## src/rtl/target_route_sequencer.sv

```systemverilog
// target_route_sequencer
// Steps through a programmable route of up to 8 polar target locations
// (12-bit: [11:7] theta in 15-degree units, [6:0] r in inches) and presents
// one target at a time to the path planner. It advances on arrival after a
// settle dwell, and drops into FAULT if arrival does not happen in time.
//
// Ports:
//   clock, reset        system clock, asynchronous active-high reset
//   wr_en/wr_addr/wr_data  table write; ignored while busy
//   route_len           waypoint count sampled on start (clamped to 8)
//   start               single-cycle pulse, begins route at entry 0
//   arrived             single-cycle pulse from navigation
//   abort               level, returns any busy state to IDLE
//   target_location     current target (held after settle/done/abort)
//   target_valid        high while waiting for arrival
//   index               table entry currently issued
//   busy                high in ISSUE, WAIT_ARRIVE, SETTLE
//   route_done          one-cycle pulse on entering DONE
//   timeout_fault       sticky until the next start or reset
//   dbg_state           current FSM state encoding
//
// Handshake: start, arrived and wr_en are sampled on the rising clock edge;
// each is acted upon at most once per cycle it is high, and only in the
// states listed above. abort wins over every other input.
module target_route_sequencer #(
  parameter logic [31:0] SETTLE_CYCLES    = 32'd27_000_000,
  parameter logic [31:0] TIMEOUT_CYCLES   = 32'd1_620_000_000,
  parameter logic [11:0] DEFAULT_LOCATION = {5'h06, 7'h18}
) (
  input  logic        clock,
  input  logic        reset,
  input  logic        wr_en,
  input  logic [2:0]  wr_addr,
  input  logic [11:0] wr_data,
  input  logic [3:0]  route_len,
  input  logic        start,
  input  logic        arrived,
  input  logic        abort,
  output logic [11:0] target_location,
  output logic        target_valid,
  output logic [2:0]  index,
  output logic        busy,
  output logic        route_done,
  output logic        timeout_fault,
  output logic [2:0]  dbg_state
);

  typedef enum logic [2:0] {
    S_IDLE   = 3'd0,
    S_ISSUE  = 3'd1,
    S_WAIT   = 3'd2,
    S_SETTLE = 3'd3,
    S_DONE   = 3'd4,
    S_FAULT  = 3'd5
  } state_t;

  state_t      state_q, state_d;
  logic [11:0] loc_tab_q [8];
  logic [11:0] loc_tab_d [8];
  logic [11:0] target_q, target_d;
  logic        valid_q, valid_d;
  logic [2:0]  index_q, index_d;
  logic [3:0]  len_q, len_d;
  logic [31:0] timer_q, timer_d;
  logic        done_q, done_d;
  logic        fault_q, fault_d;
  logic        busy_w;

  assign busy_w = (state_q == S_ISSUE) || (state_q == S_WAIT) || (state_q == S_SETTLE);

  always_comb begin
    state_d   = state_q;
    loc_tab_d = loc_tab_q;
    target_d  = target_q;
    valid_d   = valid_q;
    index_d   = index_q;
    len_d     = len_q;
    timer_d   = timer_q;
    done_d    = 1'b0;
    fault_d   = fault_q;

    if (wr_en && !busy_w) begin
      loc_tab_d[wr_addr] = wr_data;
    end

    case (state_q)
      S_IDLE, S_DONE, S_FAULT: begin
        if (start && !abort) begin
          len_d   = (route_len > 4'd8) ? 4'd8 : route_len;
          index_d = 3'd0;
          fault_d = 1'b0;
          timer_d = 32'd0;
          if (route_len == 4'd0) begin
            state_d = S_DONE;
            done_d  = 1'b1;
          end else begin
            state_d = S_ISSUE;
          end
        end
      end
      S_ISSUE: begin
        // Table is read here, one cycle after start, so a write issued
        // alongside start is already visible.
        target_d = loc_tab_q[index_q];
        timer_d  = 32'd0;
        valid_d  = 1'b1;
        state_d  = S_WAIT;
      end
      S_WAIT: begin
        if (arrived) begin
          state_d = S_SETTLE;
          timer_d = 32'd0;
          valid_d = 1'b0;
        end else if (timer_q == TIMEOUT_CYCLES - 32'd1) begin
          state_d = S_FAULT;
          fault_d = 1'b1;
          valid_d = 1'b0;
        end else begin
          timer_d = timer_q + 32'd1;
        end
      end
      S_SETTLE: begin
        if (timer_q == SETTLE_CYCLES - 32'd1) begin
          timer_d = 32'd0;
          if ({1'b0, index_q} == len_q - 4'd1) begin
            state_d = S_DONE;
            done_d  = 1'b1;
          end else begin
            index_d = index_q + 3'd1;
            state_d = S_ISSUE;
          end
        end else begin
          timer_d = timer_q + 32'd1;
        end
      end
      default: state_d = S_IDLE;
    endcase

    // Abort overrides whatever the state logic decided; the last target
    // stays on target_location so the planner sees a stable value.
    if (abort && busy_w) begin
      state_d = S_IDLE;
      index_d = 3'd0;
      valid_d = 1'b0;
      done_d  = 1'b0;
      timer_d = 32'd0;
    end
  end

  always_ff @(posedge clock or posedge reset) begin
    if (reset) begin
      state_q  <= S_IDLE;
      for (int i = 0; i < 8; i++) loc_tab_q[i] <= DEFAULT_LOCATION;
      target_q <= DEFAULT_LOCATION;
      valid_q  <= 1'b0;
      index_q  <= 3'd0;
      len_q    <= 4'd0;
      timer_q  <= 32'd0;
      done_q   <= 1'b0;
      fault_q  <= 1'b0;
    end else begin
      state_q   <= state_d;
      loc_tab_q <= loc_tab_d;
      target_q  <= target_d;
      valid_q   <= valid_d;
      index_q   <= index_d;
      len_q     <= len_d;
      timer_q   <= timer_d;
      done_q    <= done_d;
      fault_q   <= fault_d;
    end
  end

  assign target_location = target_q;
  assign target_valid    = valid_q;
  assign index           = index_q;
  assign busy            = busy_w;
  assign route_done      = done_q;
  assign timeout_fault   = fault_q;
  assign dbg_state       = state_q;

endmodule

```

## config.mk

```make
export PLATFORM = sky130hd
export DESIGN_NAME = target_route_sequencer
export DESIGN_NICKNAME = d
export VERILOG_FILES = /design/src/rtl/target_route_sequencer.sv
export SDC_FILE = /design/constraint.sdc
export NUM_CORES = 1
export LEC_CHECK = 0
export ABC_AREA = 1
export CORE_UTILIZATION = 50
export CTS_CLUSTER_DIAMETER = 100
export DETAILED_ROUTE_END_ITERATION = 6
export GPL_TIMING_DRIVEN = 0
export PLACE_DENSITY = 0.65
export RECOVER_POWER = 25
export SLEW_MARGIN = 10
export SYNTH_ARGS = -nofsm -noshare
export SYNTH_HDL_FRONTEND = slang
export SYNTH_SLANG_ARGS = --single-unit
```

## constraint.sdc

```tcl
create_clock -name clock -period 8.2 [get_ports clock]
set_input_delay 2.46 -clock clock [delete_from_list [all_inputs] [get_ports clock]]
set_output_delay 2.46 -clock clock [all_outputs]
set_load 0.02 [all_outputs]
```

==> flow_summary_export.csv <==
group,metric,value,unit
pwr,power.density,311,nW/um^2
floorplanning,die_y,134,um
critical_path,cp_max_fo,107,
clocking,clock_sink_count,153,
timing,rsz0062_at_grt,"no",
yosys,ys_seq_area_share,44.4,%
yosys,synth_enable_flop_cells,0,
place,gp_congestion,0.951,
place,dpl.hpwl,17900,um
pwr,ir_drop,0.186,mV
clocking,post_cts_buffers,0,
yosys,synth_cell_types,48,
finish,fin_util,59.9,%
routing,drc,0,
outcome,violations,"max-capacitance violations, max-slew violations",
yosys,syn_area,8720,sq um
yosys,ys.flop_type,"dfrtp_1",
routing,antenna_left,0,
timing,timing.hold.ws,0.468,ns
clocking,holdBufCountCts,0,
critical_path,cp_data_arrival_time,4.86,ns
yosys,muxShareOfSynthArea,2.07,%
clocking,root_buffer,"clkbuf_16",
clocking,cts_tree,"built",
finish,diodes,0,
routing,viasPerCell,5.48,
place,port_buffers,46,
routing,dr.pass1.iters,5,
pwr,p_leak,4.63,nW
run,drv_cap,1,
clocking,cts_made_buffers,17,
routing,vias,7829,
finish,fillerInstances,1546,
pwr,combPwrFrac,35.2,%
routing,wl_per_cell,17.2,um
timing,worst_pin_slew,2.21,ns
finish,multi_input_area,4090,sq um
pwr,intPower,1.92,mW
timing,slew_viol_final,47,
timing,fin_crit,4.34,ns
floorplanning,rows,47,
critical_path,critical_path_class,"in2async",
pwr,sequentialPowerShare,39.3,%
yosys,avgSynthCellArea,7.72,sq um
timing,final-setup-viol-count,0,
yosys,synth_fa_ha_area_share,0.430,%
routing,wl,24600,um
timing,maxSlewHeadroom,-48.5,%
floorplanning,fp.dieW,134,um
yosys,synth-simple-area-share,30.9,%
pwr,switching_share,38.8,%
grt,grt_pass1_wl,39700,um
floorplanning,initial_utilization,51.9,%
clocking,clockBufferDepth,2,
grt,grt_pass1_vias,7479,
clocking,insertion_delay,0.43,ns
finish,drive_gt1_share,12.1,%
yosys,yosys_warnings,0,
yosys,synth_top_family_by_area,"simple AND/OR/NAND/NOR gates",
grt,grt_use_total,28.7,%
finish,area_delta_synth_final,15.5,%
floorplanning,core,16800,sq um
clocking,post_cts_resized,0,
floorplanning,io_pins,47,
outcome,status,"finished with violations",
clocking,clkTransAtPathRegs,0.07,ns
timing,hold_violations,0,
grt,grt_max_degree,108,
critical_path,endpoint_kind,"asynchronous set/reset pin",
grt,grt_antenna_before_repair,0,
hold_path,hold_class,"reg2reg",
finish,seq_area,3870,sq um
critical_path,start_kind,"input port",
routing,drtIter0Drc,770,
timing,timing.fmax,230,MHz
yosys,synthCells,1130,
grt,grt-ovfl-total,0,
pwr,p_sw,1.22,mW
yosys,synth_compound_area_share,12.8,%
yosys,syn_nets,1158,
finish,nets,1224,
yosys,synth_xor_area_share,0.703,%
timing,skew,0.00933,ns
pwr,clockPowerShare,25.5,%
critical_path,cp_data_required_time,8.72,ns
timing,fin_crit_sh,52.9,%
clocking,h-tree-depth,4,
floorplanning,die_area,18000,sq um
yosys,async_flop_share,100,%
yosys,synth-seq-cells,153,
-- power by group through the flow --
stage | sequential [mW] | clock [mW] | combinational [mW]
CTS | 1.23 | 0.807 | 1.10
global placement | 1.23 | 0 | 1.08
global route | 1.26 | 0.841 | 1.22
floorplan | 1.24 | 0 | 0.726
detailed placement | 1.24 | 0 | 1.10
finish | 1.23 | 0.799 | 1.10
-- layout make-up --
class / count / area share (%)
multi-input cells: 816 / 40.6
flip-flops and latches: 153 / 38.4
repair buffers: 47 / 4.84
inverters: 114 / 4.38
clock buffers: 18 / 4.36
plain buffers: 47 / 3.13
well taps: 220 / 2.73
clock inverters: 14 / 1.52
-- worst max-delay path, cell delays in order --
cell and delay, ns:
dlygate4sd3_1 0.55, clkinvlp_2 1.27, buf_16 0.47
-- flip-flops by register name, summed over array words and instances (netlist names) --
register         count
target_location     12
len_q                4
loc_tab_q           96
timer_q             32
dbg_state            3
route_done           1
timeout_fault        1
target_valid         1
index                3
-- cells in the mapped netlist (all sizes together), types with 2 or more instances --
master  count  share of area [%]
ha          3               0.43
nor2      129                6.4
nand2     346                 15
o221ai     12                1.2
o211ai     12                1.0
xor2        3               0.30
nor4        2               0.14
dfstp      36                 11
nand3      64                4.1
nand4      38                4.1
clkbuf     22                1.0
nand3b      5               0.43
mux2i      18                2.1
dfrtp     117                 34
buf        25                2.6
o21ai     149                8.8
a21oi      11               0.63
inv       112                4.9
clkinv      2               0.14
xnor2       4               0.40
nor3        4               0.23
o22ai      10               0.79
-- path summary, 6_finish.rpt --
path,cells past startpoint,slack [ns],from,endpoint
setup / recovery,3,3.86,reset,loc_tab_q[51]
hold / removal,2,0.47,target_location[3],target_location[3]
setup reg to reg,10,5.90,timer_q[0],index[0]
hold reg to reg,2,0.47,target_location[3],target_location[3]
max in group clock,3,3.89,dbg_state[0],busy
min in group asynchronous,2,3.07,reset,timeout_fault
-- through the flow --
stage / std cells / total power, mW / cell area [sq um] / TNS, ns / worst slack (ns)
after floorplan: 1130 / 1.97 / 8720 / 0 / 1.68
after global placement: 1396 / 2.31 / 9460 / -72.58 / -0.642
after detailed placement: 1397 / 2.34 / 9490 / 0 / 3.79
after CTS: 1429 / 3.14 / 10100 / 0 / 3.87
after global routing: 1429 / 3.33 / 10100 / 0 / 3.49
final: 1429 / 3.14 / 10100 / 0 / 3.86
-- routing by layer --
metal  GRT usage (%)  wire length, um  up-vias
met2            47.8            11900      222
li1                -                -     3850
met1            37.2            11000     3713
met5               0                0        -
met3            4.04              927       44
met4            12.7              779        0
-- placed cells by master, fill, tap and decap left out, types with 3 or more instances in the layout --
cell,instances
a21oi_1,11
buf_2,6
buf_4,5
buf_6,12
clkbuf_1,17
clkbuf_16,17
clkbuf_2,5
clkdlybuf4s50_1,45
dfrtp_1,117
dfstp_2,36
ha_1,3
inv_1,108
inv_6,5
inv_8,4
mux2i_1,18
nand2_1,337
nand2_2,7
nand3_1,58
nand3_2,5
nand3b_1,5
nand4_1,30
nand4_4,8
nor2_1,115
nor2_2,10
nor3_1,4
o211ai_1,12
o21ai_0,129
o21ai_1,15
o21ai_2,5
o221ai_1,12
o22ai_1,9
xnor2_1,4
xor2_1,3
-- cell families (layout without fill, tap and decap cells) --
kind of cell	count (synthesis)	in the layout
xor+xnor	7	7
fa+ha+maj	3	3
flops	153	153
mux	18	18
simple gates	590	590
compound gates	198	198
buf+inv	161	240
(Power assumes the default switching activity.)
